--- config.mk ---
export PLATFORM = sky130hd
export DESIGN_NAME = qdr_port_arbiter
export DESIGN_NICKNAME = d
export VERILOG_FILES = /design/src/rtl/qdr_port_arbiter.sv
export SDC_FILE = /design/constraint.sdc
export NUM_CORES = 1
export LEC_CHECK = 0
export BUFFER_PORTS_ARGS = -buffer_cell sky130_fd_sc_hd__buf_2
export CAP_MARGIN = 20
export CORE_MARGIN = 10
export CORE_UTILIZATION = 40
export CTS_CLUSTER_DIAMETER = 60
export DETAILED_ROUTE_END_ITERATION = 10
export GPL_TIMING_DRIVEN = 0
export PLACE_DENSITY = 0.76
export SETUP_SLACK_MARGIN = 0.5
export SLEW_MARGIN = 15
export SYNTH_ARGS = -nofsm -noshare
export SYNTH_HDL_FRONTEND = slang
export SYNTH_SLANG_ARGS = --single-unit
--- constraint.sdc ---
create_clock -name clk0 -period 4.2 [get_ports clk0]
set_input_delay 0.21 -clock clk0 [delete_from_list [all_inputs] [get_ports clk0]]
set_output_delay 0.21 -clock clk0 [all_outputs]
set_load 0.005 [all_outputs]
--- src/rtl/qdr_port_arbiter.sv ---
// ---------------------------------------------------------------------------
// qdr_port_arbiter
//
// Two-port arbiter in front of the single-user QDR controller interface.
// Each cycle at most one read or write is granted (round-robin between port
// A and port B, only while phy_rdy is high). The granted command is
// registered onto the usr_* strobes/addr/data/be one cycle later. Every
// issued read pushes its port id into a tag FIFO; read data returned by the
// controller (usr_rd_dvld) pops the head tag and is steered, registered, to
// the port that issued it, preserving issue order.
//
// Build option:
//   QDR_ARB_FIXED_PRIO_EN  defined   -> port A has strict priority over B.
//                          undefined -> round-robin (default).
//
// Ports:
//   clk0, reset            clock (posedge), synchronous active-high reset
//   phy_rdy                controller calibrated; no grants while low
//   a_* / b_*              requester ports: rd/wr strobes held until ack,
//                          addr, write data, byte enables; ack (comb),
//                          registered read data + 1-cycle data valid
//   usr_*                  controller user interface (registered commands,
//                          read data/valid return)
//   arb_err                sticky: rd&wr on one port, or orphan read return
//
// Handshake: a request (rd|wr strobe) is held by the requester until x_ack
// is seen high in the same cycle; after an ack the requester may drop the
// request or present the next one in the following cycle.
// ---------------------------------------------------------------------------
module qdr_port_arbiter #(
    parameter int DATA_WIDTH = 18,
    parameter int BW_WIDTH   = 2,
    parameter int ADDR_WIDTH = 21,
    parameter int TAG_DEPTH  = 16
) (
    input  logic                    clk0,
    input  logic                    reset,
    input  logic                    phy_rdy,
    // port A
    input  logic                    a_rd_strb,
    input  logic                    a_wr_strb,
    input  logic [ADDR_WIDTH-1:0]   a_addr,
    input  logic [2*DATA_WIDTH-1:0] a_wr_data,
    input  logic [2*BW_WIDTH-1:0]   a_wr_be,
    output logic                    a_ack,
    output logic [2*DATA_WIDTH-1:0] a_rd_data,
    output logic                    a_rd_dvld,
    // port B
    input  logic                    b_rd_strb,
    input  logic                    b_wr_strb,
    input  logic [ADDR_WIDTH-1:0]   b_addr,
    input  logic [2*DATA_WIDTH-1:0] b_wr_data,
    input  logic [2*BW_WIDTH-1:0]   b_wr_be,
    output logic                    b_ack,
    output logic [2*DATA_WIDTH-1:0] b_rd_data,
    output logic                    b_rd_dvld,
    // controller user interface
    output logic                    usr_rd_strb,
    output logic                    usr_wr_strb,
    output logic [ADDR_WIDTH-1:0]   usr_addr,
    output logic [2*DATA_WIDTH-1:0] usr_wr_data,
    output logic [2*BW_WIDTH-1:0]   usr_wr_be,
    input  logic [2*DATA_WIDTH-1:0] usr_rd_data,
    input  logic                    usr_rd_dvld,
    output logic                    arb_err
);

    localparam int DW    = 2 * DATA_WIDTH;
    localparam int BW    = 2 * BW_WIDTH;
    localparam int PTR_W = (TAG_DEPTH > 1) ? $clog2(TAG_DEPTH) : 1;
    localparam int CNT_W = PTR_W + 1;

    // Tag values: 0 = port A, 1 = port B.
    logic                  usr_rd_strb_q, usr_rd_strb_d;
    logic                  usr_wr_strb_q, usr_wr_strb_d;
    logic [ADDR_WIDTH-1:0] usr_addr_q,    usr_addr_d;
    logic [DW-1:0]         usr_wr_data_q, usr_wr_data_d;
    logic [BW-1:0]         usr_wr_be_q,   usr_wr_be_d;
    logic [TAG_DEPTH-1:0]  tag_mem_q,     tag_mem_d;
    logic [PTR_W-1:0]      wr_ptr_q,      wr_ptr_d;
    logic [PTR_W-1:0]      rd_ptr_q,      rd_ptr_d;
    logic [CNT_W-1:0]      cnt_q,         cnt_d;
    logic                  a_rd_dvld_q,   a_rd_dvld_d;
    logic                  b_rd_dvld_q,   b_rd_dvld_d;
    logic [DW-1:0]         a_rd_data_q,   a_rd_data_d;
    logic [DW-1:0]         b_rd_data_q,   b_rd_data_d;
    logic                  arb_err_q,     arb_err_d;
`ifndef QDR_ARB_FIXED_PRIO_EN
    // 0 = A granted last, 1 = B granted last.
    logic                  last_grant_q,  last_grant_d;
`endif

    logic fifo_full, fifo_empty;
    logic a_rd_only, b_rd_only;
    logic a_elig, b_elig;
    logic gnt_a, gnt_b, gnt_any;
    logic sel_rd, sel_wr;
    logic push, pop, head_tag;

    always_comb begin
        fifo_full  = (cnt_q == CNT_W'(TAG_DEPTH));
        fifo_empty = (cnt_q == '0);

        // A pure read is the only request the tag FIFO can block; a write,
        // or rd&wr (which issues as a write), always stays eligible.
        a_rd_only = a_rd_strb & ~a_wr_strb;
        b_rd_only = b_rd_strb & ~b_wr_strb;
        a_elig    = (a_rd_strb | a_wr_strb) & phy_rdy & ~(a_rd_only & fifo_full);
        b_elig    = (b_rd_strb | b_wr_strb) & phy_rdy & ~(b_rd_only & fifo_full);

`ifdef QDR_ARB_FIXED_PRIO_EN
        gnt_a = a_elig;
        gnt_b = b_elig & ~a_elig;
`else
        if (a_elig && b_elig) begin
            gnt_a = last_grant_q;
            gnt_b = ~last_grant_q;
        end else begin
            gnt_a = a_elig;
            gnt_b = b_elig;
        end
`endif
        gnt_any = gnt_a | gnt_b;

        sel_rd = gnt_b ? b_rd_strb : a_rd_strb;
        sel_wr = gnt_b ? b_wr_strb : a_wr_strb;

        // Command register: strobes pulse for one cycle, payload holds.
        usr_rd_strb_d = gnt_any & sel_rd & ~sel_wr;
        usr_wr_strb_d = gnt_any & sel_wr;
        usr_addr_d    = usr_addr_q;
        usr_wr_data_d = usr_wr_data_q;
        usr_wr_be_d   = usr_wr_be_q;
        if (gnt_any) begin
            usr_addr_d    = gnt_b ? b_addr    : a_addr;
            usr_wr_data_d = gnt_b ? b_wr_data : a_wr_data;
            usr_wr_be_d   = gnt_b ? b_wr_be   : a_wr_be;
        end

`ifndef QDR_ARB_FIXED_PRIO_EN
        last_grant_d = gnt_any ? gnt_b : last_grant_q;
`endif

        // Tag FIFO
        push     = usr_rd_strb_d;
        pop      = usr_rd_dvld & ~fifo_empty;
        head_tag = tag_mem_q[rd_ptr_q];

        tag_mem_d = tag_mem_q;
        wr_ptr_d  = wr_ptr_q;
        rd_ptr_d  = rd_ptr_q;
        cnt_d     = cnt_q;
        if (push) begin
            tag_mem_d[wr_ptr_q] = gnt_b;
            wr_ptr_d            = wr_ptr_q + PTR_W'(1);
        end
        if (pop) begin
            rd_ptr_d = rd_ptr_q + PTR_W'(1);
        end
        if (push && !pop) begin
            cnt_d = cnt_q + CNT_W'(1);
        end else if (pop && !push) begin
            cnt_d = cnt_q - CNT_W'(1);
        end

        // Return steering: data registers hold when not written.
        a_rd_dvld_d = pop & ~head_tag;
        b_rd_dvld_d = pop & head_tag;
        a_rd_data_d = a_rd_dvld_d ? usr_rd_data : a_rd_data_q;
        b_rd_data_d = b_rd_dvld_d ? usr_rd_data : b_rd_data_q;

        arb_err_d = arb_err_q
                  | (gnt_any & sel_rd & sel_wr)
                  | (usr_rd_dvld & fifo_empty);
    end

    always_ff @(posedge clk0) begin
        if (reset) begin
            usr_rd_strb_q <= 1'b0;
            usr_wr_strb_q <= 1'b0;
            usr_addr_q    <= '0;
            usr_wr_data_q <= '0;
            usr_wr_be_q   <= '0;
            tag_mem_q     <= '0;
            wr_ptr_q      <= '0;
            rd_ptr_q      <= '0;
            cnt_q         <= '0;
            a_rd_dvld_q   <= 1'b0;
            b_rd_dvld_q   <= 1'b0;
            a_rd_data_q   <= '0;
            b_rd_data_q   <= '0;
            arb_err_q     <= 1'b0;
`ifndef QDR_ARB_FIXED_PRIO_EN
            last_grant_q  <= 1'b1;   // B, so A wins the first tie
`endif
        end else begin
            usr_rd_strb_q <= usr_rd_strb_d;
            usr_wr_strb_q <= usr_wr_strb_d;
            usr_addr_q    <= usr_addr_d;
            usr_wr_data_q <= usr_wr_data_d;
            usr_wr_be_q   <= usr_wr_be_d;
            tag_mem_q     <= tag_mem_d;
            wr_ptr_q      <= wr_ptr_d;
            rd_ptr_q      <= rd_ptr_d;
            cnt_q         <= cnt_d;
            a_rd_dvld_q   <= a_rd_dvld_d;
            b_rd_dvld_q   <= b_rd_dvld_d;
            a_rd_data_q   <= a_rd_data_d;
            b_rd_data_q   <= b_rd_data_d;
            arb_err_q     <= arb_err_d;
`ifndef QDR_ARB_FIXED_PRIO_EN
            last_grant_q  <= last_grant_d;
`endif
        end
    end

    assign a_ack       = gnt_a;
    assign b_ack       = gnt_b;
    assign usr_rd_strb = usr_rd_strb_q;
    assign usr_wr_strb = usr_wr_strb_q;
    assign usr_addr    = usr_addr_q;
    assign usr_wr_data = usr_wr_data_q;
    assign usr_wr_be   = usr_wr_be_q;
    assign a_rd_data   = a_rd_data_q;
    assign a_rd_dvld   = a_rd_dvld_q;
    assign b_rd_data   = b_rd_data_q;
    assign b_rd_dvld   = b_rd_dvld_q;
    assign arb_err     = arb_err_q;

endmodule

; ---- After elaboration in Yosys (flattened, before gate mapping)
; Index checks and enable logic that the tools add are counted.
[classes]
mux = 14
magnitude_cmp = 3
n_eq_ne = 1
n_addsub = 4
n_bitwise = 29
reduce_logical = 8
[op_table]
columns = cell, n
row1 = $mux 36, 1
row2 = $mux 21, 1
row3 = $and 1x1->1, 16
row4 = $bwmux 16, 1
row5 = $lt 4x5->1 const B, 2
row6 = $mux 5, 2
row7 = $add 4x1->4 const B, 2
row8 = $not 1->1, 8
row9 = $mux 1, 6
row10 = $add 5x1->5 const B, 1
row11 = $eq 5x5->1 const B, 1
row12 = $logic_not 5->1, 1
row13 = $or 1x1->1, 5
row14 = $sub 5x1->5 const B, 1
row15 = $bmux 1 s4, 1
row16 = $demux 1 s4, 1
row17 = $ge 4x1->1 const B, 1
row18 = $logic_and 1x1->1, 4
row19 = $mux 4, 1
row20 = $logic_not 1->1, 2
row21 = $reduce_bool 2->1, 1
[totals]
input_bits = 166
reg_bits = 168
output_inout_bits = 140
word_cells = 74

; ---- Depth between registers and ports, before layout
[logic_depth]
depth_word = 14
depth_mapped = 14
depth_no_buf = 13

; ---- Worst setup path before layout
; No wires, ideal clock.
[synth_timing]
kind = flip-flop to flip-flop
start = register cnt_q[0]
end = register cnt_q[4]
path_buffers = 1
stages_incl_launch_ff = 15
arrival_ps = 3321
setup_slack_ps = 759
setup_ps = 121
required_time_ps = 4079
cell_sequence = dfxtp_1 -> nor4_4 -> mux2i_1 -> or3_1 -> buf_2 -> mux2i_4 -> inv_1 -> ha_1 -> inv_1 -> ha_1 -> nor2b_1 -> o21a_1 -> or3_1 -> a21oi_1 -> mux2_2
[synth_between]
elab_chain_cells = 12
[synth_rtl]
columns = item, line_no
row1 = from (decl), 82  ; logic [CNT_W-1:0] cnt_q, cnt_d;
row2 = from (signal assigned), 205  ; cnt_q <= cnt_d;
row3 = $eq 5x5->1 (*), 101  ; fifo_full = (cnt_q == CNT_W'(TAG_DEPTH));
row4 = "$and 1x1->1, on equally long branches", "108, 109"
row5 = "$not 1->1, on equally long branches", "108, 109"
row6 = "$and 1x1->1, on equally long branches", "108, 109"
row7 = $logic_and 1x1->1, 115  ; if (a_elig && b_elig) begin
row8 = $mux 1, 115
row9 = "$or 1x1->1, or another cell as far along", 123  ; gnt_any = gnt_a | gnt_b;
row10 = $and 1x1->1 / $not 1->1 (equally long branches), 129  ; usr_rd_strb_d = gnt_any & sel_rd & ~sel_wr;
row11 = $and 1x1->1 (*), 129
row12 = net push, 98  ; logic push, pop, head_tag;
row13 = $logic_not 1->1, 162  ; end else if (pop && !push) begin
row14 = $logic_and 1x1->1, 162
row15 = $reduce_bool 2->1 (no line), n/a
; Mark *: on every way through the listed nets, which the timed path passes. The rest lies on a longest branch. The select of a mux whose other input is x is not followed.
; A chain may end at the register's enable or synchronous reset.

; ---- Worst setup path after layout
[layout_timing]
start = register cnt_q[1]
end = register cnt_q[4]
; The elaborated chain is that of the path after synthesis.

==> metrics.md <==
| Metric | Value |
|---|---|
| Peak VDD IR | `between 0.2 and 0.3 mV` |
| Dpl hpwl | `~19000 um` |
| Initial antenna violation count | `3` |
| Area growth syn-to-layout | `33.59%` |
| GRT met3 Usage | `~8.9%` |
| Crit start category | `flop` |
| CP Max Fanout | `4` |
| Routability cong. | `approximately 0.85` |
| Unrepaired setup endpoints after global routing | `false` |
| Critical setup path kind | `flop to flop` |
| Clk buf depth | `2` |
| # IOs | `306` |
| Final slew viol count | `0` |
| Drt total wl | `roughly 24000 um` |
| Seq/Total Area, Yosys | `around 45%` |
| Tot Pwr | `about 5 mW` |
| CTS buffer count | `17` |
| Hold depth | `3` |
| CP peak stage delay | `between 0.3 and 0.4 ns` |
| Yosys cell types | `43` |
| Reg2reg setup slack | `approximately 0.66 ns` |
| Final Hold Vio Count | `0` |
| Max cap viols | `0` |
| Layout cells sized above 1 | `34.71%` |
| Outcome | `finished clean` |
| CTS tree | `yes` |
| Ys async rst share | `0%` |
| Worst hold-check path type | `input port to flop` |
| Cell Chain, Critical Path | `nor4_4, mux2i_2, or3_1, buf_2, mux2i_4, inv_1, ha_2, inv_1, ha_1, nor2b_1, o21a_1, or3_1, a21oi_1, mux2_2` |
| Layout fillers | `around 1600` |
| N_diodes | `0` |
| Syn Nets | `between 900 and 1000` |
| # rows | `between 40 and 50` |
| Lkg Pwr | `around 5.1 nW` |
| Gr usage total | `a little under a fifth` |
| Largest net degree at the start of global routing | `17` |
| Nets | `about 1200` |
| Worst Reg-to-Reg Cells | `14` |
| CP Data Arrival Time | `slightly below 4 ns` |
| Yosys reg bits | `approximately 170` |
| Most Used Layer, Global Route | `met2` |
| R2R Path Start | `cnt_q[1]$_SDFFE_PP0P_` |
| Most common cell after layout, fill and taps aside | `buf_2` |
| Syn_area_per_cell | `between 10 and 15 um2` |
| EDFF count, synth | `0` |
| Vias in the first global route | `roughly 6600` |
| Critical path's top delay family | `simple AND/OR/NAND/NOR gates` |
| Yosys Warn Count | `0` |
| Final worst path period share | `84.30%` |
| Via count | `between 6000 and 7000` |
| DRC viols | `0` |
| Clock Latency Late Sink | `roughly 0.43 ns` |
| Slew @ Worst Pin | `approximately 0.64 ns` |
| Fmax | `~280 MHz` |
| Cell Pwr Density | `between 500 and 600 mW/mm2` |
| CTS H-tree lvls | `4` |
| CTS Hold Bufs | `0` |
| Slowest-stage cell, CP | `or3_1` |
| Worst Hold Endpoint | `usr_wr_data[25]$_SDFFE_PP0P_` |
| Area of the multi-input gates | `between 0.003 and 0.004 mm2` |
| Antenna-violating nets left | `0` |
| DR vias/cell | `roughly 5.0` |
| Die area | `~0.024 mm2` |
| CORE AREA | `roughly 0.018 mm2` |
| Rel. slew slack | `a little under three fifths` |
| Critical path origin | `cnt_q[1]$_SDFFE_PP0P_` |
| PortBufs | `approximately 300` |
| Avg WL per Cell | `18.46 um` |
| Initial Util | `between 40% and 50%` |
| Worst R2R End | `cnt_q[4]$_SDFFE_PP0P_` |
| Synth Instances | `a little over 700` |
| Congestion Overflow GR | `0` |
| First-pass GRT wire length | `roughly 37000 um` |
| Reg clk slew, reported paths | `~0.070 ns` |
| Die Span Y | `about 160 um` |
| M2 GR Usage | `between 30% and 40%` |
| WP buf/inv | `3` |
| Critical Path RT | `4.52 ns` |
| Pre-Repair DR Iteration Count | `5` |
| Top FF cell, synth | `dfxtp_1` |
| Grt met1 use | `21.35%` |
| Critical Path Sink Type | `flop` |
| Setup TNS | `0 ns` |
| CTS root buffer | `clkbuf_16` |
| # setup viols final | `0` |
| Die X | `156.2 um` |
| Tmin final | `about 3.5 ns` |
| Sink Count | `around 170` |
| Most frequent cells in the layout | `313 x buf_2, 167 x dfxtp_1, 145 x mux2i_1` |
| Worst Skew | `between 0.01 and 0.015 ns` |
| Initial DRC count | `approximately 360` |
| Register Area | `roughly 0.0034 mm2` |
| Hold Startpoint | `b_wr_data[25]` |
| Mapped cell area | `about 0.0074 mm2` |
-- registers in the layout, indices dropped and copies added (netlist names) --
name          cells
a_rd_data        36
a_rd_dvld         1
arb_err           1
b_rd_data        36
b_rd_dvld         1
cnt_q             5
last_grant_q      1
rd_ptr_q          4
tag_mem_q        16
usr_addr         21
usr_rd_strb       1
usr_wr_be         4
usr_wr_data      36
usr_wr_strb       1
wr_ptr_q          4
-- metal layers --
layer | share of wire (%) | wire length, um | up-vias
met1 | 40 | 9513 | 3012
li1 | - | - | 3220
met4 | 1.3 | 322 | 4
met2 | 48 | 11510 | 264
met5 | 0.088 | 21 | -
met3 | 11 | 2590 | 26
-- worst max-delay path by stage --
| stage | to | slack (ns) | cells after the start |
|---|---|---|---|
| 4_1_cts | cnt_q[4]$_SDFFE_PP0P_ | 0.53 | 13 |
| 3_3_place_gp | cnt_q[4]$_SDFFE_PP0P_ | 0.48 | 14 |
| 2_1_floorplan | cnt_q[4]$_SDFFE_PP0P_ | 0.76 | 14 |
| 5_1_grt | cnt_q[4]$_SDFFE_PP0P_ | 0.51 | 14 |
| 6_report | cnt_q[4]$_SDFFE_PP0P_ | 0.66 | 14 |
| 3_5_place_dp | cnt_q[4]$_SDFFE_PP0P_ | 0.43 | 14 |
-- stage by stage --
stage,hold slack (ns),area [um2],setup slack [ns],util [%],instances
floorplan,0.3460,7417,0.7586,-,727
global placement,0.4401,9230,0.4757,51.03,1261
detailed placement,0.4437,9230,0.4312,51.03,1261
CTS,0.03354,9866,0.5312,54.55,1294
global route,0.04382,9908,0.5127,54.78,1298
finish,0.04947,9908,0.6594,54.78,1298
-- repair_timing --
item | 4_1_cts | 5_1_grt
setup buffers | 1 | 4
gates resized for setup | 0 | 4
endpoints found under the setup margin | 1 | 1
pin swaps | 1 | 1
-- worst reg2reg max path, delay by kind of cell, from the launching register on --
kind / cells / cell delay, ns
adder cells (fa/ha/maj): 2 / 0.52
AND/OR/NAND/NOR: 4 / 1.19
AO/OA/AOI/OAI: 2 / 0.34
buffers and inverters: 3 / 0.34
multiplexers: 3 / 0.69
flip-flops: 1 / 0.36
-- where the power goes --
part	switching, mW	internal (mW)
clock network	0.700	0.968
logic	0.704	0.666
registers	0.142	1.82
total	1.55	3.46
-- cells by family after synthesis --
kind of cell	after synthesis	synth area share, %
and+or+nand+nor	197	14.78
DFF	168	45.34
muxes	151	20.61
AOI/OAI and AO/OA	136	12.85
buffers and inverters	60	4.032
adders and majority gates	10	1.788
xor gates and xnor gates	5	0.5905
-- final cells by class --
| type | instances | area share [%] |
|---|---|---|
| multi-input combinational | 499 | 38.01 |
| buffer | 50 | 2.639 |
| clock inverter | 14 | 1.907 |
| inverter | 10 | 0.3788 |
| clock buffer | 18 | 4.432 |
| timing repair buffer | 310 | 15.78 |
| sequential | 168 | 33.96 |
| tap | 229 | 2.892 |
-- Yosys cell counts (all sizes together), types with 2 or more instances --
library cell / instances / area (um2)
a21o: 2 / 15.01
nor3b: 2 / 15.01
mux2i: 147 / 1484
clkbuf: 30 / 112.6
mux2: 4 / 45.04
o2bb2ai: 61 / 534.3
inv: 9 / 33.78
o21a: 2 / 15.01
nand3: 5 / 25.02
a21oi: 25 / 125.1
or2: 2 / 12.51
nor3: 2 / 10.01
nor2b: 9 / 56.30
o21ai: 34 / 170.2
xnor2: 3 / 26.28
dfxtp: 168 / 3363
a31oi: 2 / 12.51
nand2b: 113 / 706.9
nand2: 22 / 82.58
xor2: 2 / 17.52
nor2: 36 / 135.1
nor4: 2 / 27.53
ha: 9 / 112.6
or3: 2 / 12.51
buf: 20 / 148.9
a22oi: 3 / 22.52
No activity file was read; power rests on OpenSTA's default activity.
